===== src/rtl/regfile_pkg.sv =====
// Shared types and constants for the multiport register file and its clear sequencer.
package regfile_pkg;

  typedef enum logic {
    IDLE  = 1'b0,
    CLEAR = 1'b1
  } clr_state_t;

  function automatic int depth_of(input int addr_w);
    return 1 << addr_w;
  endfunction

endpackage


===== src/rtl/regfile_clear_fsm.sv =====
// Sequencer that walks the register array one entry per cycle, writing zeros,
// after reset or on request; owns the busy flag seen by the rest of the block.
module regfile_clear_fsm
  import regfile_pkg::*;
#(
  parameter int ADDR_W = 5
) (
  input  logic              clk,
  input  logic              reset,
  input  logic              clr_req,
  output logic              busy,
  output logic              clr_we,
  output logic              clr_start,
  output logic [ADDR_W-1:0] clr_addr
);

  localparam int DEPTH = depth_of(ADDR_W);
  localparam logic [ADDR_W:0] CNT_LAST = (ADDR_W+1)'(DEPTH - 1);

  clr_state_t      state;
  logic [ADDR_W:0] cnt;

  // Busy is registered alongside the state so it drops on the edge that clears the last entry.
  always_ff @(posedge clk or posedge reset) begin
    if (reset) begin
      state <= CLEAR;
      cnt   <= '0;
      busy  <= 1'b1;
    end else begin
      case (state)
        IDLE: begin
          if (clr_req) begin
            state <= CLEAR;
            cnt   <= '0;
            busy  <= 1'b1;
          end
        end
        CLEAR: begin
          cnt <= cnt + 1'b1;
          if (cnt == CNT_LAST) begin
            state <= IDLE;
            busy  <= 1'b0;
          end
        end
        default: begin
          state <= IDLE;
          busy  <= 1'b0;
        end
      endcase
    end
  end

  assign clr_we    = (state == CLEAR);
  assign clr_start = (state == IDLE) && clr_req;
  assign clr_addr  = cnt[ADDR_W-1:0];

endmodule


===== src/rtl/multiport_regfile.sv =====
// Multiport register file with optional hardwired zero entry and pending scoreboard.
// Define REGFILE_BYPASS_EN to forward same-cycle write data to the read ports.
module multiport_regfile
  import regfile_pkg::*;
#(
  parameter int DATA_W   = 32,
  parameter int ADDR_W   = 5,
  parameter int NUM_RD   = 2,
  parameter int NUM_WR   = 2,
  parameter int ZERO_REG = 1
) (
  input  logic                     clk,
  input  logic                     reset,
  input  logic                     clr_req,
  output logic                     busy,
  input  logic [NUM_RD*ADDR_W-1:0] rd_addr,
  output logic [NUM_RD*DATA_W-1:0] rd_data,
  output logic [NUM_RD-1:0]        rd_pend,
  input  logic [NUM_WR-1:0]        we,
  input  logic [NUM_WR*ADDR_W-1:0] wa,
  input  logic [NUM_WR*DATA_W-1:0] wd,
  input  logic                     pend_set,
  input  logic [ADDR_W-1:0]        pend_addr
);

  localparam int DEPTH = depth_of(ADDR_W);

  logic [DATA_W-1:0] mem [DEPTH];
  logic [DEPTH-1:0]  pend;

  logic              clr_we;
  logic              clr_start;
  logic [ADDR_W-1:0] clr_addr;

  logic [ADDR_W-1:0] rd_addr_a [NUM_RD];
  logic [DATA_W-1:0] rd_val    [NUM_RD];
  logic [ADDR_W-1:0] wa_a      [NUM_WR];
  logic [DATA_W-1:0] wd_a      [NUM_WR];
  logic [NUM_WR-1:0] wr_ok;
  logic              pend_ok;

  regfile_clear_fsm #(.ADDR_W(ADDR_W)) u_clear (
    .clk       (clk),
    .reset     (reset),
    .clr_req   (clr_req),
    .busy      (busy),
    .clr_we    (clr_we),
    .clr_start (clr_start),
    .clr_addr  (clr_addr)
  );

  for (genvar j = 0; j < NUM_WR; j++) begin : g_wr
    assign wa_a[j]  = wa[j*ADDR_W +: ADDR_W];
    assign wd_a[j]  = wd[j*DATA_W +: DATA_W];
    // A write commits only when idle and not aimed at the hardwired zero entry.
    assign wr_ok[j] = we[j] && !busy && !((ZERO_REG != 0) && (wa_a[j] == '0));
  end

  assign pend_ok = pend_set && !busy && !((ZERO_REG != 0) && (pend_addr == '0));

  // Later loop iterations override earlier ones, so the highest write port wins.
  always_ff @(posedge clk) begin
    if (clr_we) begin
      mem[clr_addr] <= '0;
    end else begin
      for (int j = 0; j < NUM_WR; j++) begin
        if (wr_ok[j]) mem[wa_a[j]] <= wd_a[j];
      end
    end
  end

  always_ff @(posedge clk or posedge reset) begin
    if (reset) begin
      pend <= '0;
    end else if (clr_start || busy) begin
      pend <= '0;
    end else begin
      for (int j = 0; j < NUM_WR; j++) begin
        if (wr_ok[j]) pend[wa_a[j]] <= 1'b0;
      end
      if (pend_ok) pend[pend_addr] <= 1'b1;
    end
  end

  for (genvar i = 0; i < NUM_RD; i++) begin : g_rd
    assign rd_addr_a[i]                = rd_addr[i*ADDR_W +: ADDR_W];
    assign rd_data[i*DATA_W +: DATA_W] = rd_val[i];
    assign rd_pend[i]                  = !busy && pend[rd_addr_a[i]];
  end

  always_comb begin
    for (int i = 0; i < NUM_RD; i++) begin
      rd_val[i] = '0;
      if (!busy && !((ZERO_REG != 0) && (rd_addr_a[i] == '0))) begin
        rd_val[i] = mem[rd_addr_a[i]];
`ifdef REGFILE_BYPASS_EN
        for (int j = 0; j < NUM_WR; j++) begin
          if (wr_ok[j] && (wa_a[j] == rd_addr_a[i])) rd_val[i] = wd_a[j];
        end
`endif
      end
    end
  end

endmodule


===== config.mk =====
export PLATFORM = sky130hd
export DESIGN_NAME = multiport_regfile
export DESIGN_NICKNAME = d
export VERILOG_FILES = /design/src/rtl/regfile_pkg.sv /design/src/rtl/regfile_clear_fsm.sv /design/src/rtl/multiport_regfile.sv
export SDC_FILE = /design/constraint.sdc
export NUM_CORES = 2
export LEC_CHECK = 0
export CELL_PAD_IN_SITES_DETAIL_PLACEMENT = 0
export CELL_PAD_IN_SITES_GLOBAL_PLACEMENT = 1
export CORE_MARGIN = 2
export CORE_UTILIZATION = 40
export DETAILED_ROUTE_END_ITERATION = 10
export PLACE_DENSITY_LB_ADDON = 0.1
export SYNTH_ARGS = -nofsm -noshare
export SYNTH_HDL_FRONTEND = slang
export SYNTH_SLANG_ARGS = --single-unit

===== constraint.sdc =====
create_clock -name clk -period 12.6 [get_ports clk]
set_input_delay 2.52 -clock clk [delete_from_list [all_inputs] [get_ports clk]]
set_output_delay 2.52 -clock clk [all_outputs]
set_load 0.02 [all_outputs]

Yosys cells after proc, flatten, opt, wreduce, memory -nomap -nowiden

Memories as Yosys holds them, arrays and structs flattened.
Cells that the tools add are included.

Logic and storage cells: 88
Output and inout bits: 67
Memories: 1
Memory bits (writable): 1024
Input bits: 95
Bits in registers: 40

Bitwise operators: 6
Equal/unequal tests: 3
$add $sub $neg: 1
Reductions and logical operators: 28
Muxes and demuxes: 37
$lt $le $gt $ge: 8

Memories:

| memory | words | bits a word | read ports | clocked after memory_dff | wr ports | RTL line                | text |
|---|---|---|---|---|---|---|---|
| mem    | 32    | 32          | 2          | 0                        | 2        | multiport_regfile.sv:28 | `logic [DATA_W-1:0] mem [DEPTH];` |

Operator list:

| cell                | number |
|---|---|
| $mux 32             | 9 |
| $and 32x32->32      | 2 |
| $not 32->32         | 2 |
| $or 32x32->32       | 1 |
| $reduce_or 32->1    | 1 |
| $lt 5x6->1 const B  | 5 |
| $logic_not 5->1     | 5 |
| $mux 1              | 18 |
| $demux 1 s5         | 3 |
| $ge 5x1->1 const B  | 3 |
| $logic_and 1x1->1   | 14 |
| $pmux 6 s2          | 1 |
| $bmux 1 s5          | 2 |
| $add 6x1->6 const B | 1 |
| $eq 6x5->1 const B  | 1 |
| $logic_not 1->1     | 6 |
| $mux 6              | 1 |
| $mux 5              | 1 |
| $ne 2x2->1 const B  | 2 |
| $pmux 1 s2          | 2 |
| $reduce_and 2->1    | 1 |
| $logic_or 1x1->1    | 1 |
| $not 1->1           | 1 |

Longest topological paths before layout

Depth after elaboration: 14
Mapped depth: 9
Gate-level depth less buffers: 5

Hierarchy

Synthesis repeated with hierarchy kept, for this count alone.

Cells, all modules: 5145
Area total of the unflattened synthesis: 61920.6 um^2

By module, submodules not included:

| module            | cells each | instances | area an instance (um^2) | seq. area each (um^2) |
|---|---|---|---|---|
| multiport_regfile | 5104       | 1         | 61479.0                 | 31550.3 |
| regfile_clear_fsm | 41         | 1         | 441.7                   | 202.7 |

Least setup slack after synthesis

Ideal clock, no wire load.

Path type: input port to output port
Start point: input port rd_addr[1]
End point: output port rd_pend[0]
Setup slack: 5523 ps
Cell stages on the path: 7
Arrival time: 4557 ps
Required time: 10080 ps
Buffers on the path: 4
Cells stage by stage: buf_4 > buf_6 > buf_4 > buf_2 > nor3_1 > a31o_2 > a2111oi_0

Word-level cells in the longest chain between the ends: 3

Ends and longest elaborated chain:

| what                         | RTL line                | text |
|---|---|---|
| start: declaration           | multiport_regfile.sv:16 | `input logic [NUM_RD*ADDR_W-1:0] rd_addr,` |
| $bmux 1 s5                   | multiport_regfile.sv:88 | `assign rd_pend[i] = !busy && pend[rd_addr_a[i]];` |
| $mux 1 (implied by the code) | multiport_regfile.sv:88 |  |
| $logic_and 1x1->1            | multiport_regfile.sv:88 |  |
| end: declaration             | multiport_regfile.sv:18 | `output logic [NUM_RD-1:0] rd_pend,` |

Every way passes these cells. The select of a mux whose other input is x is not followed.

Worst setup path in the final report

Start point: input port rd_addr[3]
End point: output port rd_data[1]

Word-level cells in the longest chain between the ends: 4
Elaborated cells on any way between the ends: 5
Classes of those cells: 1 x mux; 3 x reduce/logical; 1 x memory

Ends and longest elaborated chain:

| what                                                  | RTL line                | text |
|---|---|---|
| branches (longest 3 deep; another with $mem_v2 32x32) | --                      |  |
| $mux 32 *                                             | multiport_regfile.sv:94 | `if (!busy && !((ZERO_REG != 0) && (rd_addr_a[i] == '0))) begin` |
| end: declaration                                      | multiport_regfile.sv:17 | `output logic [NUM_RD*DATA_W-1:0] rd_data,` |

Mark *: on every way between the ends.

==> results.md <==
- Crit path launch: rd_addr[3]
- Number of vias per cell: about 6.4
- Seq/Total Area, Yosys: 0.5173
- Synth cell types: 65
- Die height: ~400 µm
- Cts hold-fix bufs: 0
- CTS resizes: 0
- Met2 Usage GRT: 0.5307
- # IOs: around 160
- Synthesized area: 61380 µm²
- Share of layout cells above drive strength 1: 0.1749
- Num CTS Buffers: between 100 and 150
- Top_reg_cell synth: edfxtp_1
- Skew final: 0.02604 ns
- Global routing usage on met3: 0.07118
- Port bufs: 161
- Violated checks: max-capacitance violations
- Routed WL per cell: ~37 µm
- Status: complete, but fails checks
- Area Growth Syn to Fin: 11.14%
- CTS tree: yes
- Pleak: 21.44 nW
- Unrepaired setup endpoints after global routing: false
- Vias in the first global route: 43648
- Die width: 395.7 µm
- Synth Area in Compound Gates: 0.1207
- Clock transition at path regs: 0.05 ns
- Floorplan row count: 143
- Clk buf depth: 3
- Syn_nets: 5299
- Initial Util: 0.4036
- Most frequent cells in the layout: nand2_1, edfxtp_1, o21ai_0
- Met1 usage: 0.4310
- Vias after detailed routing: 45440
- # setup viols final: 0
- Crit. End Element: primary output
- Worst Tran Pin Value: 1.460 ns
- Router iterations before antenna repair: 6
- Reg2reg start: u_clear.busy$_DFFE_PP1P_
- Synthesis-stage register bit count: 1064
- Simple-Gate Fraction of Synth Area: 0.09385
- Fin crit period: 9.589 ns
- Drt drc: 0
- Synth area leader: edfxtp_1
- Final period utilization: 0.7610
- Post-detail-place hpwl: 143400 µm
- Syn_area_per_cell: 11.80 µm²
- Fill count: 13714
- Post-Synth Adder-Cell Area: 0.0002038
- Share of the synthesized area in the top cell type: 0.5010
- Fin. Hold Viols: 0
- # Post-CTS Setup Buffers: 0
- Hold slack: 0.5400 ns
- Syn Inst Count: approximately 5200
- Clock root buffer: clkbuf_16
- Hold Crit Class: flip-flop to flip-flop
- Post-synth ARST share: 0.03759
- Critical path class: input port to primary output
- CTS HTree Levels: 4
- Slew headroom: 0.01811
- Top Usage Layer GRT: met2
- Total congestion overflow: 0
- Largest net degree at the start of global routing: 92
- Die area: ~160000 µm²
- Commonest non-fill, non-tap cell in the layout: nand2_1
- Core ar.: approximately 150000 µm²
- Post-route ant nets: 0
- First-pass GRT wire length: 357500 µm
- Post-Route Setup TNS: 0 ns
- Clk_lat worst skew: 0.78 ns
- XOR/XNOR Fraction of Synth Area: 0.0005708
- Fmax: 104.3 MHz
- Mux contribution to synthesized area: 0.2175
- Final wirelength: 260000 µm
- CTS Sinks: 1064
- Combinational family with the most area after synthesis: multiplexers
- Pins over their slew limit: 0
- 1st-iter DRT viols: ~5900
- Critical path arrival: 7.07 ns
- Power per cell area: roughly 150 nW/µm²
- MaxCap Viol Count: 1
- Min-delay src: u_clear.cnt[5]$_DFFE_PP0P_
- Post-synth EDFFs: 1024
- Initial antenna violation count: 13
- Synth area leaders: edfxtp_1, mux4_2, nand2_1, o21ai_0, mux2i_1
- Critical path required time: 10.08 ns
- Critical Path Source Type: input port
- GPL Wtd Cong: 0.8442
- Worst vdd ir: between 0.1 and 0.15 mV
- Total chip power: 10.52 mW
- Nets: 5063
- Global-route total usage across every layer: 0.3297
- Syn. warnings: 0
- Crit Path Max Fanout: 24
## state kept, by name (all words and copies together) (netlist names)
| register | count |
|---|---|
| mem | 1024 |
| pend | 32 |
| u_clear.busy | 1 |
| u_clear.clr_we | 1 |
| u_clear.cnt | 6 |
## critical path, stage by stage
cell	delay (ns)
buf_2	0.47
buf_4	0.66
inv_1	0.23
nand2_2	0.98
o22ai_1	0.14
o31ai_1	1.20
clkdlybuf4s50_1	0.81
## kinds of logic after synthesis
| group | Yosys count |
|---|---|
| buf+inv | 670 |
| fa+ha+maj | 1 |
| flops | 1064 |
| mux | 708 |
| simple gates | 1418 |
| xor+xnor | 4 |
| compound gates | 1338 |
## per-stage QoR
step                        util  instances  instance area, µm²  setup slack [ns]
after global routing      0.4485       7091               68200             3.137
after global placement    0.4225       6863               64260             3.287
after floorplan                -       5203               61380             5.523
after CTS                 0.4485       7091               68200             3.217
final                     0.4485       7096               68220             3.011
after detailed placement  0.4225       6863               64260             3.215
## area by class of cell
class,count,area (µm²),area share
Antenna cell,5,12.51,0.0001834
Inverter,10,38.79,0.0005686
Clock inverter,52,317.8,0.004659
Sequential cell,1064,31750,0.4655
Clock buffer,176,3627,0.05317
Tap cell,2030,2540,0.03723
Multi-Input combinational cell,3469,27290,0.4000
Timing Repair Buffer,290,2638,0.03866
## worst paths after layout
check | to | slack [ns] | cells past startpoint
setup reg to reg | mem[15][27]$_DFFE_PP_ | 8.35 | 7
min in group asynchronous | pend[0]$_DFF_PP0_ | 2.18 | 3
setup / recovery | rd_data[1] | 3.01 | 7
hold / removal | u_clear.cnt[5]$_DFFE_PP0P_ | 0.54 | 2
max in group asynchronous | pend[6]$_DFF_PP0_ | 10.01 | 3
hold reg to reg | u_clear.cnt[5]$_DFFE_PP0P_ | 0.54 | 2
## routing by layer
metal,vias to the layer above,part of all wire
met1,23091,0.39
met5,-,0.00013
met4,6,0.048
li1,19208,-
met2,2559,0.47
met3,576,0.095
## synth_stat cells (all sizes together) (3+ instances only)
master / n
a2111oi: 3
a211oi: 11
a21o: 3
a21oi: 25
a22o: 25
a22oi: 54
a31oi: 23
a32oi: 29
and2: 54
buf: 369
clkbuf: 291
dfrtp: 38
edfxtp: 1024
inv: 9
mux2: 24
mux2i: 192
mux4: 492
nand2: 1170
nand2b: 10
nand3: 25
nand4: 10
nor2: 73
nor2b: 17
nor3: 14
nor3b: 8
nor4: 3
o21ai: 1003
o22ai: 122
o31ai: 26
o32ai: 3
or2: 25
## power by group
| part | internal, mW | switching, mW | leakage [nW] |
|---|---|---|---|
| clock | 2.07 | 1.56 | 1.93 |
| combinational | 0.763 | 1.67 | 9.33 |
| sequential | 4.31 | 0.160 | 10.2 |
No activity file was read; power rests on OpenSTA's default activity.
